===== src/rtl/tdc_pkg.sv =====
// Shared types and event-word layout for the TDC readout controller.
// The TDC_TIMESTAMP_EN macro widens the event word by a 32-bit timestamp.
package tdc_pkg;

  typedef enum logic [2:0] {
    IDLE,
    ARMED,
    MEASURE,
    SETTLE,
    CAPTURE
  } tdc_state_e;

  localparam int FINE_W_DEF   = 5;
  localparam int COARSE_W_DEF = 48;

`ifdef TDC_TIMESTAMP_EN
  localparam int TS_W = 32;
`else
  localparam int TS_W = 0;
`endif

  function automatic int ev_width(input int fine_w, input int coarse_w);
    return TS_W + 1 + 2 * fine_w + coarse_w;
  endfunction

  localparam int EV_W_DEF = ev_width(FINE_W_DEF, COARSE_W_DEF);

  // Field offsets of the default event word {ts, timeout, start, stop, count}
  localparam int EV_COUNT_LSB   = 0;
  localparam int EV_STOP_LSB    = COARSE_W_DEF;
  localparam int EV_START_LSB   = COARSE_W_DEF + FINE_W_DEF;
  localparam int EV_TIMEOUT_BIT = COARSE_W_DEF + 2 * FINE_W_DEF;
  localparam int EV_TS_LSB      = EV_TIMEOUT_BIT + 1;

endpackage


===== src/rtl/tdc_event_fifo.sv =====
// Synchronous event FIFO; the empty flag is registered and drives the stream valid.
// A write into a full FIFO is accepted only when a read happens in the same cycle.
module tdc_event_fifo #(
  parameter int W     = 59,
  parameter int DEPTH = 4
) (
  input  logic         clk,
  input  logic         rst,
  input  logic         wr_en,
  input  logic [W-1:0] wr_data,
  input  logic         rd_en,
  output logic [W-1:0] rd_data,
  output logic         full,
  output logic         empty
);
  localparam int AW = $clog2(DEPTH);

  logic [W-1:0]  mem [DEPTH];
  logic [AW-1:0] wr_ptr;
  logic [AW-1:0] rd_ptr;
  logic [AW:0]   count;
  logic [AW:0]   count_nxt;
  logic          wr_ok;
  logic          rd_ok;

  assign full    = (count == (AW+1)'(DEPTH));
  assign rd_ok   = rd_en & ~empty;
  assign wr_ok   = wr_en & (~full | rd_ok);
  assign rd_data = mem[rd_ptr];

  always_comb begin
    count_nxt = count + (AW+1)'(wr_ok) - (AW+1)'(rd_ok);
  end

  always_ff @(posedge clk) begin
    if (rst) begin
      wr_ptr <= '0;
      rd_ptr <= '0;
      count  <= '0;
      empty  <= 1'b1;
      for (int unsigned i = 0; i < DEPTH; i++) mem[i[AW-1:0]] <= '0;
    end else begin
      if (wr_ok) begin
        mem[wr_ptr] <= wr_data;
        wr_ptr      <= wr_ptr + 1'b1;
      end
      if (rd_ok) rd_ptr <= rd_ptr + 1'b1;
      count <= count_nxt;
      empty <= (count_nxt == '0);
    end
  end

endmodule


===== src/rtl/tdc_readout_ctrl.sv =====
// Arms the TDC, tracks each hit pulse, captures the TDC outputs into an event FIFO.
// Define TDC_TIMESTAMP_EN to prepend a 32-bit cycle timestamp to every event.
module tdc_readout_ctrl
  import tdc_pkg::*;
#(
  parameter int  FINE_W     = FINE_W_DEF,
  parameter int  COARSE_W   = COARSE_W_DEF,
  parameter int  FIFO_DEPTH = 4,
  parameter int  SETTLE_CYC = 3,
  parameter int  MAX_WIDTH  = 1000,
  localparam int EV_W       = ev_width(FINE_W, COARSE_W)
) (
  input  logic                clk,
  input  logic                rst,
  input  logic                arm_req,
  input  logic                disarm,
  input  logic                cfg_continuous,
  input  logic                hit_in,
  output logic                tdc_gate,
  input  logic [FINE_W-1:0]   tdc_start_bin,
  input  logic [FINE_W-1:0]   tdc_stop_bin,
  input  logic [COARSE_W-1:0] tdc_count,
  output logic [EV_W-1:0]     ev_data,
  output logic                ev_valid,
  input  logic                ev_ready,
  output logic                busy,
  output logic [15:0]         drop_cnt
);
  localparam int WC_W = $clog2(MAX_WIDTH + 1);

  tdc_state_e      state;
  logic            hit_s1, hit_s2, hit_s3;
  logic            hit_rise, hit_fall;
  logic [WC_W-1:0] wcnt;
  logic [3:0]      scnt;
  logic            timeout;
  logic            fifo_full, fifo_empty;
  logic            ev_rd;
  logic [EV_W-1:0] ev_word;

  assign hit_rise = hit_s2 & ~hit_s3;
  assign hit_fall = ~hit_s2 & hit_s3;
  assign ev_valid = ~fifo_empty;
  assign ev_rd    = ev_valid & ev_ready;

  always_ff @(posedge clk) begin
    if (rst) begin
      hit_s1 <= 1'b0;
      hit_s2 <= 1'b0;
      hit_s3 <= 1'b0;
    end else begin
      hit_s1 <= hit_in;
      hit_s2 <= hit_s1;
      hit_s3 <= hit_s2;
    end
  end

  always_ff @(posedge clk) begin
    if (rst) begin
      state    <= IDLE;
      tdc_gate <= 1'b0;
      busy     <= 1'b0;
      timeout  <= 1'b0;
      wcnt     <= '0;
      scnt     <= '0;
    end else if (disarm && state != CAPTURE) begin
      state    <= IDLE;
      tdc_gate <= 1'b0;
      busy     <= 1'b0;
    end else begin
      unique case (state)
        IDLE: if (arm_req) begin
          state    <= ARMED;
          tdc_gate <= 1'b1;
          busy     <= 1'b1;
        end
        ARMED: if (hit_rise) begin
          state <= MEASURE;
          wcnt  <= '0;
        end
        MEASURE: begin
          wcnt <= wcnt + 1'b1;
          // A falling edge in the final allowed cycle still counts as a clean pulse
          if (hit_fall) begin
            state    <= SETTLE;
            timeout  <= 1'b0;
            tdc_gate <= 1'b0;
            scnt     <= 4'(SETTLE_CYC - 1);
          end else if (wcnt == WC_W'(MAX_WIDTH - 1)) begin
            state    <= SETTLE;
            timeout  <= 1'b1;
            tdc_gate <= 1'b0;
            scnt     <= 4'(SETTLE_CYC - 1);
          end
        end
        SETTLE: begin
          if (scnt == '0) state <= CAPTURE;
          else            scnt  <= scnt - 1'b1;
        end
        CAPTURE: begin
          if (cfg_continuous && !disarm) begin
            state    <= ARMED;
            tdc_gate <= 1'b1;
            busy     <= 1'b1;
          end else begin
            state    <= IDLE;
            tdc_gate <= 1'b0;
            busy     <= 1'b0;
          end
        end
        default: begin
          state    <= IDLE;
          tdc_gate <= 1'b0;
          busy     <= 1'b0;
        end
      endcase
    end
  end

`ifdef TDC_TIMESTAMP_EN
  logic [31:0] ts_cnt;
  logic [31:0] ts_lat;

  always_ff @(posedge clk) begin
    if (rst) begin
      ts_cnt <= '0;
      ts_lat <= '0;
    end else begin
      ts_cnt <= ts_cnt + 1'b1;
      if (state == ARMED && hit_rise && !disarm) ts_lat <= ts_cnt;
    end
  end

  assign ev_word = {ts_lat, timeout, tdc_start_bin, tdc_stop_bin, tdc_count};
`else
  assign ev_word = {timeout, tdc_start_bin, tdc_stop_bin, tdc_count};
`endif

  always_ff @(posedge clk) begin
    if (rst) begin
      drop_cnt <= '0;
    end else if (state == CAPTURE && fifo_full && !ev_rd && drop_cnt != '1) begin
      drop_cnt <= drop_cnt + 1'b1;
    end
  end

  tdc_event_fifo #(
    .W     (EV_W),
    .DEPTH (FIFO_DEPTH)
  ) u_fifo (
    .clk     (clk),
    .rst     (rst),
    .wr_en   (state == CAPTURE),
    .wr_data (ev_word),
    .rd_en   (ev_ready),
    .rd_data (ev_data),
    .full    (fifo_full),
    .empty   (fifo_empty)
  );

endmodule

===== config.mk =====
export PLATFORM = sky130hd
export DESIGN_NAME = tdc_readout_ctrl
export DESIGN_NICKNAME = d
export VERILOG_FILES = /design/src/rtl/tdc_pkg.sv /design/src/rtl/tdc_event_fifo.sv /design/src/rtl/tdc_readout_ctrl.sv
export SDC_FILE = /design/constraint.sdc
export NUM_CORES = 1
export LEC_CHECK = 0
export BUFFER_PORTS_ARGS = -buffer_cell sky130_fd_sc_hd__clkbuf_2
export CAP_MARGIN = 5
export CORE_ASPECT_RATIO = 1.1
export CORE_UTILIZATION = 35
export CTS_CLUSTER_DIAMETER = 200
export DETAILED_ROUTE_END_ITERATION = 12
export PLACE_DENSITY_LB_ADDON = 0.08
export SLEW_MARGIN = 20
export SYNTH_ARGS = -nofsm -noshare
export SYNTH_HDL_FRONTEND = slang
export SYNTH_HIERARCHICAL = 1
export SYNTH_SLANG_ARGS = --single-unit

===== constraint.sdc =====
create_clock -name clk -period 14.7 [get_ports clk]
set_input_delay 1.47 -clock clk [delete_from_list [all_inputs] [get_ports clk]]
set_output_delay 1.47 -clock clk [all_outputs]
set_load 0.1 [all_outputs]

==> flow_summary_export.csv <==
group,metric,value,unit
run_status,outcome,"finished clean",
yosys,yosys.area.top_type_share,57.17,%
yosys,synth_top_family_by_area,"simple AND/OR/NAND/NOR gates",
yosys,syn_avg_cell_area,13.34,sq um
cts,clock-sinks,285,
yosys,synth_warnings,6,
timing,min_period_over_period,29.77,%
power,power.density,151.3,mW/mm^2
timing,skew,0.009093,ns
yosys,synth_compound_area_share,2.786,%
routing,viasPerCell,4.957,
routing,drc_errors,0,
flow_run,drv_cap,0,
yosys,netlist_instances,929,
yosys,synthTopCellsByArea,"edfxtp_1 57%, mux4_2 11%, nor2_1 8.5%",
yosys,ys_seq_area_share,65.09,%
routing,wl,28.82,mm
yosys,async_flop_share,0,%
timing,hold_ws,0.4346,ns
final_layout,stdcell_area,0.01448,sq mm
routing,drt-initial-drc-count,388,
global_route,antenna_found_initial,2,
placed_design,place.port_buffers,142,
floorplanning,rows,71,
critical_path,crit_required,13.23,ns
floorplanning,die_y,199.4,um
final_layout,area_growth,16.80,%
worst_hold_path,hold_end,"hit_s2$_SDFF_PP0_",
timing,setup_viol,0,
yosys,synth-edff-count,236,
cts,cts-resized-gates,0,
routing,wl_per_cell,18.95,um
global_route,grt_util_all_layers,16.10,%
power,switchingPower,0.0006864,W
floorplanning,core,0.03456,sq mm
timing,min_period,4.376,ns
critical_path,critPathKind,"reg -> out",
yosys,yosysUniqueCellTypes,54,
global_route,grt_pass1_wl,44.66,mm
cts,clkLatencyLatePin,0.49,ns
power,switching_share,31.34,%
cts,cts_tree,"done",
yosys,synth_nets,1000,
floorplanning,ios,143,
placed_design,dpl.hpwl,16.18,mm
routing,vias,7539,
yosys,yosys.area_share.simple,15.25,%
final_layout,nFillCells,3244,
yosys,synthMuxAreaShare,10.89,%
timing,maxSlewViolCount,0,
floorplanning,initial_utilization,35.87,%
final_layout,drive_above_1_share,25.42,%
global_route,grt_max_degree,61,
critical_path,cp.arrival,2.91,ns
critical_path,r2r-start,"state[2]$_SDFFE_PP0P_",
yosys,synth-seq-cells,285,
power,irDropWorstVdd,0.06168,mV
critical_path,reg2reg_to,"u_fifo/mem[3][25]$_DFFE_PP_",
routing,first_pass_iters,4,
floorplanning,fp.dieArea,0.03617,sq mm
yosys,synth-xor-area-share,1.696,%
cts,h-tree-depth,2,
cts,cts.path.max_buffers,3,
placed_design,dpl-instance-area,0.01338,sq mm
power,p_comb_share,20.5,%
floorplanning,fp.dieW,181.4,um
cts,post-cts-setup-buffer-count,0,
global_route,grt_remaining_overflow,0,
critical_path,cp-start-kind,"register",
critical_path,crit_path_end_kind,"output port",
cts,cts_hold_buf,0,
yosys,synth_top_area_cell,"edfxtp_1",
power,p_leak,5.164,nW
routing,ant_nets,0,
placed_design,gp_congestion,0.7193,
critical_path,reg2reg_slack,11.19,ns
timing,maxSlewHeadroom,31.83,%
yosys,synth-adder-area-share,0.6662,%
global_route,grt_pass1_vias,7876,
power,p_int,0.001504,W
power,total_power,0.002190,W
final_layout,final_core_util,41.90,%
yosys,ys.flop_type,"edfxtp_1",
worst_hold_path,min-delay-start,"hit_s1$_SDFF_PP0_",
timing,setup_tns,0,ns
worst_hold_path,holdPathStages,1,
critical_path,cp_max_fo,44,
timing,tightest_slew,1.014,ns
power,clkPwrFrac,37.2,%
timing,grt_setup_unrepaired,"false",
final_layout,nets,1130,
power,seqPwrFrac,42.3,%
cts,clk_pin_slew,0.06,ns
cts,root_buffer,"clkbuf_16",
worst_hold_path,hp-class,"reg -> reg",
yosys,synth.cell_area,0.01240,sq mm
timing,hold_viol,0,
cts,cts_buffers,34,
critical_path,reg2regPathDepth,6,
timing,fmax,228.5,MHz
==> stage by stage <==
step                      setup WS [ns]  instances
after floorplan                   7.649        929
after global placement            10.27       1461
after detailed placement          10.21       1461
after CTS                         10.17       1520
after global routing              10.09       1520
final                             10.32       1521
==> cells in the mapped netlist (2+ instances only) <==
cell	n
a21oi_1	12
ha_1	5
nor4_1	5
a211oi_1	5
and3_1	3
nand4bb_1	2
nor3b_1	6
o22ai_1	2
or4_1	4
clkbuf_1	19
a211o_1	2
or3_1	4
edfxtp_1	236
nor2_1	281
o31ai_1	2
nor2b_1	6
o2111ai_4	3
buf_2	17
mux4_2	59
or3b_1	3
xnor2_1	19
nand2b_1	7
nand3b_1	2
nor3_1	9
o21ai_2	2
inv_1	15
nand4_1	10
dfxtp_1	49
nand3_1	11
buf_6	20
a31oi_1	3
o21ai_0	6
xor2_1	5
nand2_1	74
and4_1	2
==> worst max-delay path by stage <==
stage	start	endpoint	slack, ns	cells after the start
after CTS	register	ev_data[50]	10.17	3
after global placement	rst	u_fifo/mem[1][40]$_SDFFCE_PN0P_	10.27	4
after global routing	register	ev_data[5]	10.09	3
after detailed placement	rst	u_fifo/mem[1][48]$_SDFFCE_PN0P_	10.21	4
after floorplan	ev_ready	u_fifo/mem[3][0]$_DFFE_PP_	7.65	5
final	register	ev_data[53]	10.32	3
==> power by group through the flow <==
stage | clock, W | combinational, W | sequential [W]
floorplan | 0 | 0.000393 | 0.000929
global placement | 0 | 0.000457 | 0.000944
detailed placement | 0 | 0.000457 | 0.000944
CTS | 0.000840 | 0.000457 | 0.000927
global route | 0.000866 | 0.000470 | 0.000931
finish | 0.000815 | 0.000449 | 0.000926
==> critical path, stage by stage (launching register included) <==
cell      delay, ns
dfxtp_4        0.56
buf_4          0.79
mux4_2         0.65
clkbuf_2       0.40
==> cells by family after synthesis <==
| kind of cell | count (synthesis) |
|---|---|
| multiplexers | 61 |
| buffers and inverters | 73 |
| AND/OR/NAND/NOR | 436 |
| XOR/XNOR | 24 |
| flip-flops | 285 |
| AO/OA/AOI/OAI | 44 |
| adder cells (fa/ha/maj) | 6 |
==> sequential cells by signal (all words and copies together), names as in the netlist, named ones only <==
name           cells
u_fifo/rd_ptr      2
wcnt              10
tdc_gate           1
scnt               4
timeout            1
hit_s3             1
hit_s2             1
busy               1
u_fifo/empty       1
state              3
drop_cnt          16
u_fifo/mem       236
hit_s1             1
u_fifo/wr_ptr      2
u_fifo/count       3
==> layout by cell type (no fill, tap or decap), drive strengths merged, types with 10 or more instances in the layout <==
cell type  count
xnor2         19
inv           16
edfxtp       236
a21oi         12
dfxtp         49
nand3         11
clkinv        11
nand4         10
clkbuf       187
nor2         281
mux4          59
nand2         74
==> cell type report <==
| class | instances | area, sq um | area share [%] |
|---|---|---|---|
| flip-flops and latches | 285 | 8075 | 55.78 |
| multi-input cells | 571 | 3923 | 27.09 |
| clock buffers | 45 | 975.9 | 6.741 |
| repair buffers | 151 | 778.2 | 5.376 |
| well taps | 438 | 548.0 | 3.785 |
| clock inverters | 14 | 115.1 | 0.7951 |
| inverters | 16 | 60.06 | 0.4148 |
| diodes | 1 | 2.502 | 0.01728 |
==> routing by layer <==
metal | routed length (um) | up-vias | track usage, % | share of wire [%]
met5 | 8 | - | 0 | 0.028
met4 | 423 | 2 | 3.892 | 1.5
met3 | 1468 | 32 | 3.189 | 5.1
met2 | 14500 | 162 | 29.03 | 50
met1 | 12420 | 3733 | 19.77 | 43
li1 | - | 3610 | - | -
Note: power is estimated with default switching activity, not from simulation.
